`src/rtl/wam_pkg.sv`:
```
// wam_pkg: shared types and constants for the whack-a-mole game.
// Used by hit_scorer and btn_sync_edge.
package wam_pkg;

    typedef enum logic [1:0] {
        IDLE,
        PLAY,
        OVER
    } game_state_t;

    localparam int NUM_HOLES = 9;
    localparam int LIVES_W   = 3;
    localparam int LIVES_DEF = 3;

endpackage

```
`src/rtl/hit_scorer_btn_sync_edge.sv`:
```
// btn_sync_edge: two-flop synchronizer plus rising-edge detector.
// press_o is high for one cycle per synchronized button rise.
module btn_sync_edge
    import wam_pkg::*;
#(
    parameter int W = NUM_HOLES
) (
    input  logic         clk,
    input  logic         rst,
    input  logic [W-1:0] btn_i,
    output logic [W-1:0] press_o
);

    logic [W-1:0] s1_q;
    logic [W-1:0] s2_q;
    logic [W-1:0] s2_dly_q;

    // Synchronizer chain plus one delayed copy for edge detect.
    always_ff @(posedge clk or posedge rst) begin
        if (rst) begin
            s1_q     <= '0;
            s2_q     <= '0;
            s2_dly_q <= '0;
        end else begin
            s1_q     <= btn_i;
            s2_q     <= s1_q;
            s2_dly_q <= s2_q;
        end
    end

    assign press_o = s2_q & ~s2_dly_q;

endmodule

```
`src/rtl/hit_scorer.sv`:
```
// hit_scorer: judges lit-mole windows as hits or misses, keeps score,
// misses and lives, and owns the idle/play/over game state.
// Optional macro WAM_WRONG_PENALTY_EN: wrong presses cost a miss and a life.
module hit_scorer #(
    parameter int SCORE_W   = 8,
    parameter int LIVES     = wam_pkg::LIVES_DEF,
    parameter int NUM_HOLES = wam_pkg::NUM_HOLES
) (
    input  logic                        clk,
    input  logic                        reset,
    input  logic                        start,
    input  logic [NUM_HOLES-1:0]        lights,
    input  logic [NUM_HOLES-1:0]        buttons,
    output logic                        playing,
    output logic                        game_over,
    output logic [SCORE_W-1:0]          score,
    output logic [SCORE_W-1:0]          misses,
    output logic [wam_pkg::LIVES_W-1:0] lives_left,
    output logic                        hit_pulse,
    output logic                        miss_pulse
);

    import wam_pkg::*;

    localparam logic [LIVES_W-1:0] LIVES_INIT = LIVES_W'(LIVES);
    localparam logic [SCORE_W-1:0] SCORE_MAX  = '1;

    game_state_t          state_q, state_d;
    logic [SCORE_W-1:0]   score_q, score_d;
    logic [SCORE_W-1:0]   misses_q, misses_d;
    logic [LIVES_W-1:0]   lives_q, lives_d;
    logic                 hit_done_q, hit_done_d;
    logic                 hit_pulse_q, hit_pulse_d;
    logic                 miss_pulse_q, miss_pulse_d;
    logic                 playing_q, playing_d;
    logic                 game_over_q, game_over_d;
    logic [NUM_HOLES-1:0] lights_q;
    logic [NUM_HOLES-1:0] press;

    logic win_close;
    logic win_open;
    logic hit;
    logic miss_close;
    logic charge;

    btn_sync_edge #(
        .W(NUM_HOLES)
    ) u_btn (
        .clk    (clk),
        .rst    (reset),
        .btn_i  (buttons),
        .press_o(press)
    );

    // Window events, hit/miss judgement and next-state logic.
    always_comb begin
        state_d      = state_q;
        score_d      = score_q;
        misses_d     = misses_q;
        lives_d      = lives_q;
        hit_done_d   = hit_done_q;
        hit_pulse_d  = 1'b0;
        miss_pulse_d = 1'b0;

        win_close = (lights_q != '0) && (lights != lights_q);
        win_open  = (lights != '0) && (lights != lights_q);

        // A freshly opened window is hittable even if the previous one was hit.
        hit = (state_q == PLAY) && ((press & lights) != '0)
              && (win_open || !hit_done_q);
        miss_close = (state_q == PLAY) && win_close && !hit_done_q && !hit;
`ifdef WAM_WRONG_PENALTY_EN
        charge = miss_close
                 || ((state_q == PLAY) && ((press & ~lights) != '0) && !hit);
`else
        charge = miss_close;
`endif

        unique case (state_q)
            IDLE, OVER: begin
                if (start) begin
                    state_d    = PLAY;
                    score_d    = '0;
                    misses_d   = '0;
                    lives_d    = LIVES_INIT;
                    hit_done_d = 1'b0;
                end
            end
            PLAY: begin
                if (hit) begin
                    hit_done_d  = 1'b1;
                    hit_pulse_d = 1'b1;
                    if (score_q != SCORE_MAX) begin
                        score_d = score_q + SCORE_W'(1);
                    end
                end else if (win_open) begin
                    hit_done_d = 1'b0;
                end
                if (charge) begin
                    miss_pulse_d = 1'b1;
                    lives_d      = lives_q - LIVES_W'(1);
                    if (misses_q != SCORE_MAX) begin
                        misses_d = misses_q + SCORE_W'(1);
                    end
                    if (lives_q == LIVES_W'(1)) begin
                        state_d = OVER;
                    end
                end
            end
            default: state_d = IDLE;
        endcase

        playing_d   = (state_d == PLAY);
        game_over_d = (state_d == OVER);
    end

    // State, counters, pulses and the registered lights copy.
    always_ff @(posedge clk or posedge reset) begin
        if (reset) begin
            state_q      <= IDLE;
            score_q      <= '0;
            misses_q     <= '0;
            lives_q      <= LIVES_INIT;
            hit_done_q   <= 1'b0;
            hit_pulse_q  <= 1'b0;
            miss_pulse_q <= 1'b0;
            playing_q    <= 1'b0;
            game_over_q  <= 1'b0;
            lights_q     <= '0;
        end else begin
            state_q      <= state_d;
            score_q      <= score_d;
            misses_q     <= misses_d;
            lives_q      <= lives_d;
            hit_done_q   <= hit_done_d;
            hit_pulse_q  <= hit_pulse_d;
            miss_pulse_q <= miss_pulse_d;
            playing_q    <= playing_d;
            game_over_q  <= game_over_d;
            lights_q     <= lights;
        end
    end

    assign playing    = playing_q;
    assign game_over  = game_over_q;
    assign score      = score_q;
    assign misses     = misses_q;
    assign lives_left = lives_q;
    assign hit_pulse  = hit_pulse_q;
    assign miss_pulse = miss_pulse_q;

endmodule

```
`config.mk`:
```
export PLATFORM = sky130hd
export DESIGN_NAME = hit_scorer
export DESIGN_NICKNAME = d
export VERILOG_FILES = /design/src/rtl/wam_pkg.sv /design/src/rtl/hit_scorer_btn_sync_edge.sv /design/src/rtl/hit_scorer.sv
export SDC_FILE = /design/constraint.sdc
export NUM_CORES = 1
export LEC_CHECK = 0
export ABC_AREA = 1
export BUFFER_PORTS_ARGS = -buffer_cell sky130_fd_sc_hd__buf_2
export CORE_AREA = 4 4 77 79
export CTS_BUF_LIST = sky130_fd_sc_hd__clkbuf_16
export DETAILED_ROUTE_END_ITERATION = 16
export DIE_AREA = 0 0 81 83
export PLACE_DENSITY = 0.72
export SYNTH_ARGS = -nofsm -noshare
export SYNTH_HDL_FRONTEND = slang
export SYNTH_HIERARCHICAL = 1
export SYNTH_SLANG_ARGS = --single-unit
```
`constraint.sdc`:
```
create_clock -name clk -period 2.5 [get_ports clk]
set_clock_uncertainty 0.2 [all_clocks]
set_input_delay 0.5 -clock clk [delete_from_list [all_inputs] [get_ports clk]]
set_output_delay 0.5 -clock clk [all_outputs]
set_load 0.03 [all_outputs]
```
; ---- Yosys cells after proc, flatten, opt, wreduce, memory -nomap -nowiden
; Index checks and enable logic that the tools add are counted.
[word_totals]
ff_bits = 62
input_bits = 21
output_inout_bits = 23
word_cells = 75
[op_classes]
add_sub_neg = 3
n_eq_ne = 14
mux = 22
bitwise = 3
reduce_logical = 20
[op_table]
columns = cell, count
row1 = 2-to-1 mux 8 bit, 5
row2 = case mux 8 bit (2 select lines), 2
row3 = nonzero test 9 bit, 3
row4 = bitwise AND 9 bit, 2
row5 = adder 8 x 1 -> 8 bit (second input constant), 2
row6 = != test 8 bit (second input constant), 2
row7 = != test 9 bit, 1
row8 = inverter 9 bit, 1
row9 = AND reduction 4 bit, 2
row10 = logical AND 1 bit, 7
row11 = 2-to-1 mux 1 bit, 7
row12 = 2-to-1 mux 2 bit, 3
row13 = 2-to-1 mux 3 bit, 2
row14 = != test 2 bit (second input constant), 3
row15 = case mux 3 bit (2 select lines), 1
row16 = AND reduction 3 bit, 2
row17 = == test 2 x 1 -> 1 bit (second input constant), 2
row18 = == test 2 bit (second input constant), 2
row19 = != test 2 x 1 -> 1 bit (second input constant), 2
row20 = case mux 2 bit (2 select lines), 1
row21 = == test 3 x 1 -> 1 bit (second input constant), 1
row22 = != test 3 bit (second input constant), 1
row23 = subtractor 3 x 1 -> 3 bit (second input constant), 1
row24 = logical NOT 1 bit, 2
row25 = other kinds (5), 5

; ---- Depth between registers and ports, before layout
; Gate-level depths: netlist (run 1).
[logic_depth]
depth_word = 11
mapped_depth = 14
depth_no_buf = 14

; ---- Cells and area by module
; Netlist (run 1), hierarchy kept.
[modules_own_cells]
columns = mod, instances, cells_per_inst, area_each_um2, seq_area_each_um2
row1 = hit_scorer, 1, 236, 1956.9, 878.3
row2 = btn_sync_edge, 1, 46, 769.5, 675.6

; ---- Least setup slack after synthesis (run 1)
; Ideal clock, no wire load.
[synth_path]
kind = register -> register
from = register score_q[0] (netlist: score[0])
to = register score_q[2] (netlist: score[2])
setup_time_ns = 0.074
t_arrival_ns = 1.616
path_slack_ns = 0.610
path_stages_with_launch = 9
cell_sequence = dfrtp_1 ha_1 nand2_1 nor3_1 a41oi_1 nand2_4 buf_8 nand2_1 o21ai_2
[synth_via]
elab_chain_cells = 4
[synth_lines]
columns = item, line_no
row1 = start: declaration, hit_scorer.sv:29  ; logic [SCORE_W-1:0] score_q, score_d;
row2 = start signal: assignment, hit_scorer.sv:132  ; score_q <= score_d;
row3 = adder 8 x 1 -> 8 bit, hit_scorer.sv:94  ; score_d = score_q + SCORE_W'(1);
row4 = 2-to-1 mux 8 bit, hit_scorer.sv:93  ; if (score_q != SCORE_MAX) begin
row5 = 2-to-1 mux 8 bit, hit_scorer.sv:90  ; if (hit) begin
row6 = case mux 8 bit (2 select lines), hit_scorer.sv:79  ; unique case (state_q)
; Several ways; a longest one is shown, not always the timed one. The select of a mux whose other input is x is not followed.
; A chain may end at the register's enable or synchronous reset.

; ---- Worst setup path after layout (run 1)
[layout_path]
from = register state_q[1]
to = register misses_q[1] (netlist: misses[1])
[layout_via]
elab_chain_cells = 7
[layout_lines]
columns = item, line_no
row1 = start: declaration, hit_scorer.sv:28  ; game_state_t state_q, state_d;
row2 = start signal: assignment, hit_scorer.sv:131  ; state_q <= state_d;
row3 = == test 2 x 1 -> 1 bit, "hit_scorer.sv:69, hit_scorer.sv:71, hit_scorer.sv:79"
row4 = logical AND 1 bit, hit_scorer.sv:69  ; hit = (state_q == PLAY) && ((press & lights) != '0)
row5 = logical AND 1 bit, hit_scorer.sv:70  ; && (win_open || !hit_done_q);
row6 = logical NOT 1 bit, hit_scorer.sv:71  ; miss_close = (state_q == PLAY) && win_close && !hit_done_q && !hit;
row7 = logical AND 1 bit, hit_scorer.sv:71
row8 = != test 2 bit (no source line), n/a
row9 = AND reduction 4 bit (no source line), n/a
row10 = end signal: assignment, hit_scorer.sv:133  ; misses_q <= misses_d;
row11 = end: declaration, hit_scorer.sv:30  ; logic [SCORE_W-1:0] misses_q, misses_d;
; Several ways; a longest one is shown, not always the timed one.

==> results of run 1 <==
## layout by cell type (no fill, tap or decap), types with 5 or more instances in the layout
cell       instances
dfrtp_1           60
nand2_1           59
buf_2             43
inv_1             35
nor2_1            26
nand3_1           17
nor2_2            11
nand2_2           11
clkbuf_16          9
xnor2_1            8
nor3_1             8
nand4_1            5
o21ai_2            5
## layer usage
metal | up-vias | routed length [um] | track usage
li1 | 990 | - | -
met1 | 883 | 2360 | 0.226
met2 | 37 | 2420 | 0.260
met3 | 13 | 206 | 0.0564
met4 | 0 | 131 | 0.0799
met5 | - | 0 | 0
## cell families after synthesis
family,after synthesis
XOR/XNOR,12
adder cells (fa/ha/maj),4
buffers and inverters,40
AND/OR/NAND/NOR,150
flip-flops,62
AO/OA/AOI/OAI,14
## flip-flops by register name, summed over array words and instances (netlist names)
name            flops
lights_q            9
misses              8
u_btn/s2_q          9
u_btn/s1_q          9
lives_left          3
miss_pulse          1
game_over           1
score               8
playing             1
state_q             2
hit_done_q          1
hit_pulse           1
u_btn/s2_dly_q      9
## through the flow
step	power (mW)	instance area [sq um]	hold WS (ps)	worst slack, ps
global placement	2.42	3020	132	488
detailed placement	2.45	3020	136	436
global route	3.77	3310	66.3	487
floorplan	2.22	2730	131	610
finish	3.54	3310	77.7	635
CTS	3.58	3310	69.3	625
## synth_stat cells (all sizes together), types with 2 or more instances
| cell type | n | area, sq um |
|---|---|---|
| nand2 | 76 | 375 |
| dfrtp | 60 | 1500 |
| nor2 | 38 | 178 |
| inv | 37 | 139 |
| nand3 | 18 | 95.1 |
| nor3 | 8 | 40.0 |
| o21ai | 8 | 58.8 |
| xnor2 | 8 | 70.1 |
| nand4 | 5 | 31.3 |
| a21oi | 4 | 20.0 |
| ha | 4 | 50.1 |
| xor2 | 4 | 35.0 |
| or2 | 3 | 18.8 |
| buf | 2 | 26.3 |
| dfstp | 2 | 52.6 |
## cell type report
class	count	area [sq um]	area share
clock buffer	9	225	0.0680
sequential	62	1550	0.469
clock inverter	7	51.3	0.0155
timing repair buffer	47	248	0.0748
tap	72	90.1	0.0272
inverter	37	139	0.0419
multi-input combinational	180	1000	0.303
## power breakdown
part           total [mW]  internal (mW)  switching (mW)
clock                1.12          0.670           0.445
combinational        1.12          0.351           0.765
sequential           1.31           1.17           0.137
total                3.54           2.19            1.35
## path summary, 6_finish.rpt
check                      slack [ps]           endpoint          start  cells past startpoint
setup / recovery                  630          misses[1]     state_q[1]                      9
hold / removal                     80      u_btn/s1_q[8]     buttons[8]                      1
setup reg to reg                  630          misses[1]     state_q[1]                      9
hold reg to reg                   150      u_btn/s2_q[5]  u_btn/s1_q[5]                      0
max in group asynchronous        1100  u_btn/s2_dly_q[0]          reset                      4
min in group asynchronous         470      u_btn/s1_q[5]          reset                      3
==> results.sh, run 1 <==
export IMPL_wire_per_inst_um=12.4
export IMPL_synth_top_family_by_area="simple AND/OR/NAND/NOR gates"
export IMPL_cp_end_kind="flip-flop"
export IMPL_drive_above_1_share=0.301
export IMPL_grt_ovfl_total=0
export IMPL_fmaxAchievable_ghz=0.536
export IMPL_worstMarginPinSlew_ps=456
export IMPL_synth_mux_area_fraction=0
export IMPL_gp_congestion=0.810
export IMPL_drv_cap=0
export IMPL_finalSetupViolCount=0
export IMPL_hold_viol=0
export IMPL_fin_cells=414
export IMPL_synth_edf_count=0
export IMPL_cts_htree_levels=3
export IMPL_ys_ff_latch=62
export IMPL_drt_first_pass_iters=4
export IMPL_ant_nets=0
export IMPL_async_flop_share=1.00
export IMPL_drt_wl_total_um=5120
export IMPL_crit_family="simple AND/OR/NAND/NOR gates"
export IMPL_crit_slowest_cell="dfrtp_1"
export IMPL_cts_sinks=62
export IMPL_cts_tree="built"
export IMPL_post_dp_hpwl_um=3440
export IMPL_cts_setup_buffers=0
export IMPL_synthSimpleGateAreaFrac=0.276
export IMPL_clk_pin_slew_worst_paths_ps=50
export IMPL_peakVddDrop_v=0.000561
export IMPL_synth_compound_area_frac=0.0349
export IMPL_crit_fanout=12
export IMPL_nets=362
export IMPL_grt_first_pass_wirelength_um=8980
export IMPL_crit_path_max_incr_delay_ps=410
export IMPL_crit_buf_inv=1
export IMPL_syn_area_sq_mm=0.00273
export IMPL_slew_violations=0
export IMPL_crit_type="flip-flop to flip-flop"
export IMPL_io_pins=44
export IMPL_synth_fp_nets=307
export IMPL_worstPathArrival_ps=1930
export IMPL_fill_cells=474
export IMPL_dpl_cell_count=397
export IMPL_antenna_found_initial=0
export IMPL_clock_latency_ps=320
export IMPL_synth_xor_area_share=0.0385
export IMPL_die_h_um=83
export IMPL_critPathRequiredTime_ps=2560
export IMPL_cts_buffers=9
export IMPL_crit_path_start_kind="flip-flop"
export IMPL_p_leak_nw=1.71
export IMPL_slew_headroom=0.696
export IMPL_netlist_instances=282
export IMPL_cts_root_buf="clkbuf_16"
export IMPL_synth_seq_area_share=0.570
export IMPL_status="complete, no violations"
export IMPL_cts_resized=0
export IMPL_synth_cell_types=30
export IMPL_grtUsageTotal=0.173
export IMPL_synthAdderAreaFrac=0.0184
export IMPL_syn2layout_area_growth_pct=21.4
export IMPL_num_rows=27
export IMPL_initial_core_util=0.511
export IMPL_ys_flop_type="dfrtp_1"
export IMPL_synthesis_yosys_warnings=6
export IMPL_power_density_mw_per_mm2=1070
export IMPL_utilization=0.620
export IMPL_tns_ps=0
export IMPL_drc=0
export IMPL_rsz0062_at_grt="false"
export IMPL_vias=1923
export IMPL_path_cells="nor2_4 -> inv_1 -> a21oi_1 -> nand2_4 -> nand2_4 -> nand2_8 -> nand2_8 -> nand2_2 -> nand2_1"
export IMPL_post_route_period_util=0.746
export IMPL_syn_area_per_cell_sq_um=9.67
export IMPL_via_per_inst=4.64
export IMPL_fp_dieW_um=81
export IMPL_grt_pass1_vias=1994
export IMPL_drt_iter0_markers=77
export IMPL_core_area_sq_mm=0.00534
export IMPL_dieArea_sq_mm=0.00672
export IMPL_min_period_ps=1870
export IMPL_hp_class="primary input to flip-flop"
export IMPL_numPortBuffers=43
export IMPL_grt_max_degree=36
export IMPL_diodes=0
export IMPL_cts_hold_buf=1
export IMPL_cts_max_path_buffers=2
No activity file was read; power rests on OpenSTA's default activity.
==> run 2: changes to the inputs <==
--- a/config.mk
+++ b/config.mk
@@ -7,10 +7,10 @@
 export LEC_CHECK = 0
 export ABC_AREA = 1
 export BUFFER_PORTS_ARGS = -buffer_cell sky130_fd_sc_hd__buf_2
-export CORE_AREA = 4 4 77 79
+export CORE_AREA = 4 4 79 81
 export CTS_BUF_LIST = sky130_fd_sc_hd__clkbuf_16
 export DETAILED_ROUTE_END_ITERATION = 16
-export DIE_AREA = 0 0 81 83
+export DIE_AREA = 0 0 83 85
 export PLACE_DENSITY = 0.72
 export SYNTH_ARGS = -nofsm -noshare
 export SYNTH_HDL_FRONTEND = slang
==> constraint.sdc (replaced) <==
create_clock -name clk -period 1.55 [get_ports clk]
set_clock_uncertainty 0.2 [all_clocks]
set_input_delay 0.31 -clock clk [delete_from_list [all_inputs] [get_ports clk]]
set_output_delay 0.31 -clock clk [all_outputs]
set_load 0.03 [all_outputs]
==> run 2 against run 1 <==
The flow now finishes with violations (negative setup slack). Critical endpoint is now hit_done_q. Sequential share of layout area fell by 9.3 points. Critical path depth rose by 4. Via count rose by 20%. Largest cell class unchanged.
==> results.sh, run 2 (synthesis gave the netlist of run 1 again) <==
export IMPL_cts_sinks=62
export IMPL_diodes=0
export IMPL_whs_endpoint="lights_q[1]"
export IMPL_worstMarginPinSlew_ps=288
export IMPL_hold_path_depth=2
export IMPL_via_per_inst=4.80
export IMPL_cts_max_path_buffers=2
export IMPL_cts_htree_levels=3
export IMPL_r2r_end="hit_done_q"
export IMPL_drive_above_1_share=0.450
export IMPL_drc=0
export IMPL_cp_end_kind="flip-flop"
export IMPL_cts_root_buf="clkbuf_16"
export IMPL_rsz0062_at_grt="true"
export IMPL_die_h_um=85
export IMPL_p_leak_nw=2.11
export IMPL_drt_wl_total_um=6760
export IMPL_cts_buffers=9
export IMPL_drt_iter0_markers=116
export IMPL_post_dp_hpwl_um=3910
export IMPL_status="finished, violations left"
export IMPL_crit_family="simple AND/OR/NAND/NOR gates"
export IMPL_critPathRequiredTime_ps=1620
export IMPL_dpl_cell_count=432
export IMPL_grt_ovfl_total=0
export IMPL_fmaxAchievable_ghz=0.528
export IMPL_rr_worst_depth=13
export IMPL_final_common_cell="dfrtp_1"
export IMPL_path_cells="xnor2_1 -> nand3_1 -> nor2_2 -> nand2_2 -> nand2_2 -> nand2_2 -> nand2_4 -> buf_4 -> buf_6 -> nand3_1 -> nand2_1 -> nand2_1 -> nand2_1"
export IMPL_violations="negative setup slack"
export IMPL_nets=427
export IMPL_crit_path_max_incr_delay_ps=390
export IMPL_worstPathArrival_ps=1970
export IMPL_peakVddDrop_v=0.000969
export IMPL_grtUsageTotal=0.200
export IMPL_fp_dieW_um=83
export IMPL_hp_class="primary input to flip-flop"
export IMPL_design_area_sq_mm=0.00414
export IMPL_min_period_ps=1890
export IMPL_min_from="lights[1]"
export IMPL_crit_slowest_cell="dfrtp_1"
export IMPL_fin_cells=479
export IMPL_finalSetupViolCount=26
export IMPL_drt_first_pass_iters=4
export IMPL_vias=2301
export IMPL_wire_per_inst_um=14.1
export IMPL_slew_headroom=0.808
export IMPL_drv_cap=0
export IMPL_crit_path_start_kind="flip-flop"
export IMPL_grt_pass1_vias=2466
export IMPL_ant_nets=0
export IMPL_multiInputGateArea_sq_mm=0.00115
export IMPL_fill_cells=359
export IMPL_core_area_sq_mm=0.00547
export IMPL_cts_tree="built"
export IMPL_hold_viol=0
export IMPL_place_area_sq_mm=0.00336
export IMPL_fin_ws_ps=-343
export IMPL_dieArea_sq_mm=0.00706
export IMPL_crit_type="flip-flop to flip-flop"
export IMPL_gp_congestion=0.774
export IMPL_clock_latency_ps=330
export IMPL_grt_max_degree=36
export IMPL_crit_buf_inv=2
export IMPL_numPortBuffers=43
export IMPL_antenna_found_initial=0
export IMPL_syn2layout_area_growth_pct=52.0
export IMPL_place_ws_ps=-331
export IMPL_slew_violations=0
export IMPL_crit_fanout=3
export IMPL_r2r_slack_ps=-340
export IMPL_reg2reg_from="lights_q[1]"
export IMPL_io_pins=44
export IMPL_post_route_period_util=1.22
export IMPL_tns_ps=-6990
export IMPL_grt_first_pass_wirelength_um=11300
export IMPL_power_density_mw_per_mm2=1740
export IMPL_mostFrequentLayoutCells="54 x dfrtp_1, 45 x nand2_1, 38 x buf_4"
export IMPL_clk_pin_slew_worst_paths_ps=60
export IMPL_regArea_sq_mm=0.00156
export IMPL_num_rows=27
export IMPL_initial_core_util=0.498
## run 2: layer usage
metal,global-route usage,vias up,routed length [um],share of wire
li1,-,1126,-,-
met5,0,-,0,0
met3,0.0388,17,224,0.033
met4,0.110,0,180,0.027
met1,0.242,1101,2800,0.41
met2,0.336,57,3560,0.53
## run 2: worst max path at each step
stage,start,slack (ps),cells after the start,endpoint
final,lights_q[1],-340,13,hit_done_q
after global placement,lights[7],-280,13,score[4]
after detailed placement,lights[6],-330,13,score[3]
after CTS,lights_q[1],-250,12,misses[1]
after floorplan,misses[0],-200,9,misses[4]
after global routing,lights_q[1],-440,13,hit_done_q
## run 2: timing repair
action | in CTS | in global routing
endpoints found under the hold margin | 54 | 0
gates resized for setup | 40 | 24
buffers inserted | 10 | 3
pin swaps | 12 | 10
gates cloned | 2 | 0
endpoints found under the setup margin | 36 | 33
hold buffers | 16 | 0
## run 2: layout make-up
cell class / count / area share
repair buffers: 110 / 0.220
well taps: 72 / 0.0217
clock inverters: 7 / 0.0136
inverters: 37 / 0.0347
multi-input cells: 182 / 0.279
clock buffers: 9 / 0.0543
flip-flops and latches: 62 / 0.377
## run 2: metrics by stage
stage / util / hold slack [ps] / total power, mW
after floorplan: - / 131 / 3.68
after global placement: 0.615 / 53.3 / 4.38
after detailed placement: 0.615 / 68.2 / 4.42
after CTS: 0.738 / 9.78 / 7.01
after global routing: 0.757 / 19.0 / 7.63
final: 0.757 / 17.0 / 7.22
## run 2: power breakdown
group          internal (mW)  switching [mW]
registers               1.90           0.195
clock network           1.10           0.779
logic                   1.47            1.78
==> run 3: changes to the inputs <==
--- a/config.mk
+++ b/config.mk
@@ -7,11 +7,11 @@
 export LEC_CHECK = 0
 export ABC_AREA = 1
 export BUFFER_PORTS_ARGS = -buffer_cell sky130_fd_sc_hd__buf_2
-export CORE_AREA = 4 4 79 81
+export CORE_AREA = 4 4 83 78
 export CTS_BUF_LIST = sky130_fd_sc_hd__clkbuf_16
 export DETAILED_ROUTE_END_ITERATION = 16
-export DIE_AREA = 0 0 83 85
-export PLACE_DENSITY = 0.72
+export DIE_AREA = 0 0 87 82
+export PLACE_DENSITY = 0.71
 export SYNTH_ARGS = -nofsm -noshare
 export SYNTH_HDL_FRONTEND = slang
 export SYNTH_HIERARCHICAL = 1
==> run 3 against run 2 <==
The run still ends with negative setup slack left. Critical path depth is 1 lower. Via count is 1.2% lower. Setup slack better by 89 ps. Design area hardly changed. Flip-flop and latch count stayed put. Sequential share of layout area hardly changed. Combinational power is 3% lower. Fmax is 4.9% higher. Die area is 1.1% higher. Clock power hardly changed. Critical endpoint is now misses[1]. Largest power group unchanged. Highest routed layer unchanged.
==> results.sh, run 3 (synthesis gave the netlist of run 1 again) <==
export IMPL_slew_violations=0
export IMPL_clk_pin_slew_worst_paths_ps=60
export IMPL_mostFrequentLayoutCells="54 x dfrtp_1, 49 x nand2_1, 37 x buf_4"
export IMPL_cts_buffers=9
export IMPL_power_mw=7.15
export IMPL_drt_first_pass_iters=4
export IMPL_fin_ws_ps=-254
export IMPL_cts_root_buf="clkbuf_16"
export IMPL_clock_latency_ps=330
export IMPL_drt_iter0_markers=120
export IMPL_slew_headroom=0.778
export IMPL_drt_wl_total_um=6760
export IMPL_grtUsageTotal=0.207
export IMPL_cts_max_path_buffers=2
export IMPL_dieArea_sq_mm=0.00713
export IMPL_dpl_cell_count=432
export IMPL_drc=0
export IMPL_grt_max_degree=36
export IMPL_grt_pass1_vias=2394
export IMPL_critPathRequiredTime_ps=1570
export IMPL_status="finished, violations left"
export IMPL_fp_dieW_um=87
export IMPL_numPortBuffers=43
export IMPL_cts_tree="built"
export IMPL_num_rows=26
export IMPL_place_area_sq_mm=0.00339
export IMPL_crit_path_start_kind="flip-flop"
export IMPL_final_common_cell="dfrtp_1"
export IMPL_crit_fanout=8
export IMPL_grt_first_pass_wirelength_um=11100
export IMPL_antenna_found_initial=0
export IMPL_via_per_inst=4.78
export IMPL_violations="negative setup slack"
export IMPL_die_h_um=82
export IMPL_hp_class="primary input to flip-flop"
export IMPL_ant_nets=0
export IMPL_pwr_share_seq=0.293
export IMPL_post_route_period_util=1.16
export IMPL_syn2layout_area_growth_pct=52.0
export IMPL_hold_viol=0
export IMPL_fmaxAchievable_ghz=0.554
export IMPL_peakVddDrop_v=0.00117
export IMPL_swShare=0.386
export IMPL_grt_ovfl_total=0
export IMPL_power_frac_clock=0.266
export IMPL_fin_cells=476
export IMPL_wire_per_inst_um=14.2
export IMPL_io_pins=44
export IMPL_p_sw_mw=2.76
export IMPL_drv_cap=0
export IMPL_drive_above_1_share=0.448
export IMPL_diodes=0
export IMPL_cts_htree_levels=3
export IMPL_gp_congestion=0.764
export IMPL_p_int_mw=4.39
export IMPL_power_density_mw_per_mm2=1720
export IMPL_cp_end_kind="flip-flop"
export IMPL_vias=2274
export IMPL_crit_type="flip-flop to flip-flop"
export IMPL_core_area_sq_mm=0.00556
export IMPL_worstPathArrival_ps=1820
export IMPL_post_dp_hpwl_um=3860
export IMPL_cts_sinks=62
export IMPL_p_leak_nw=2.08
export IMPL_rsz0062_at_grt="true"
export IMPL_nets=426
export IMPL_fill_cells=368
export IMPL_worstMarginPinSlew_ps=333
export IMPL_initial_core_util=0.490
export IMPL_power_frac_comb=0.441
export IMPL_finalSetupViolCount=26
export IMPL_design_area_sq_mm=0.00415
export IMPL_min_period_ps=1800
## run 3: through the flow
step           hold WS (ps)  setup slack [ps]  setup TNS, ps  utilization
5_1_grt                22.5              -385          -8300        0.745
6_report               20.6              -254          -4920        0.745
2_1_floorplan           131              -196          -2460            -
3_3_place_gp           80.7              -252          -4790        0.609
3_5_place_dp           86.4              -284          -5360        0.609
4_1_cts                10.6              -240          -4630        0.721
## run 3: area by class of cell
cell class	instances	area, sq um	share of cell area
clock buffer	9	225	0.0543
clock inverter	7	56.3	0.0136
inverter	37	141	0.0341
multi-input combinational	182	1160	0.280
sequential	62	1560	0.377
tap	70	87.6	0.0211
timing repair buffer	109	915	0.221
## run 3: what timing repair did
| item | CTS | global route |
|---|---|---|
| pin swaps | 9 | 10 |
| hold endpoints to repair | 54 | 0 |
| endpoints found under the setup margin | 37 | 42 |
| cloned | 2 | 0 |
| resized for setup | 33 | 32 |
| buffers inserted | 6 | 8 |
| hold buffers | 15 | 0 |
## run 3: worst max-delay path, cell delays in order, from the launching register on
cell,delay (ps)
dfrtp_1,380
xnor2_1,170
nand3_2,90
nor2_2,120
nand2_2,70
nand2_2,70
nand2_2,60
nand2_4,110
nand2_8,90
nand2_8,100
nand2_8,90
nand2_2,80
nand2_1,50
## run 3: power groups by stage
stage               Combinational, mW  Clock (mW)  Sequential, mW
floorplan                        1.21           0            2.48
global placement                 2.35           0            2.09
detailed placement               2.41           0            2.10
CTS                              2.90        1.92            2.08
global route                     3.40        2.02            2.12
finish                           3.15        1.90            2.10
## run 3: worst paths after layout
| check | start | end | slack (ps) | cells past startpoint |
|---|---|---|---|---|
| max in group asynchronous | reset | u_btn/s2_q[1] | 450 | 4 |
| max | lights_q[1] | misses[1] | -250 | 12 |
| min reg2reg | u_btn/s1_q[3] | u_btn/s2_q[3] | 150 | 0 |
| min in group asynchronous | reset | u_btn/s1_q[6] | 290 | 3 |
| min | lights[1] | lights_q[1] | 20 | 2 |
| max reg2reg | lights_q[1] | misses[1] | -250 | 12 |
## run 3: layer usage
metal	vias to the layer above	GRT usage	wire length, um
li1	1125	-	-
met2	48	0.358	3520
met1	1088	0.251	2890
met5	-	0	0
met3	13	0.0522	220
met4	0	0.0748	131
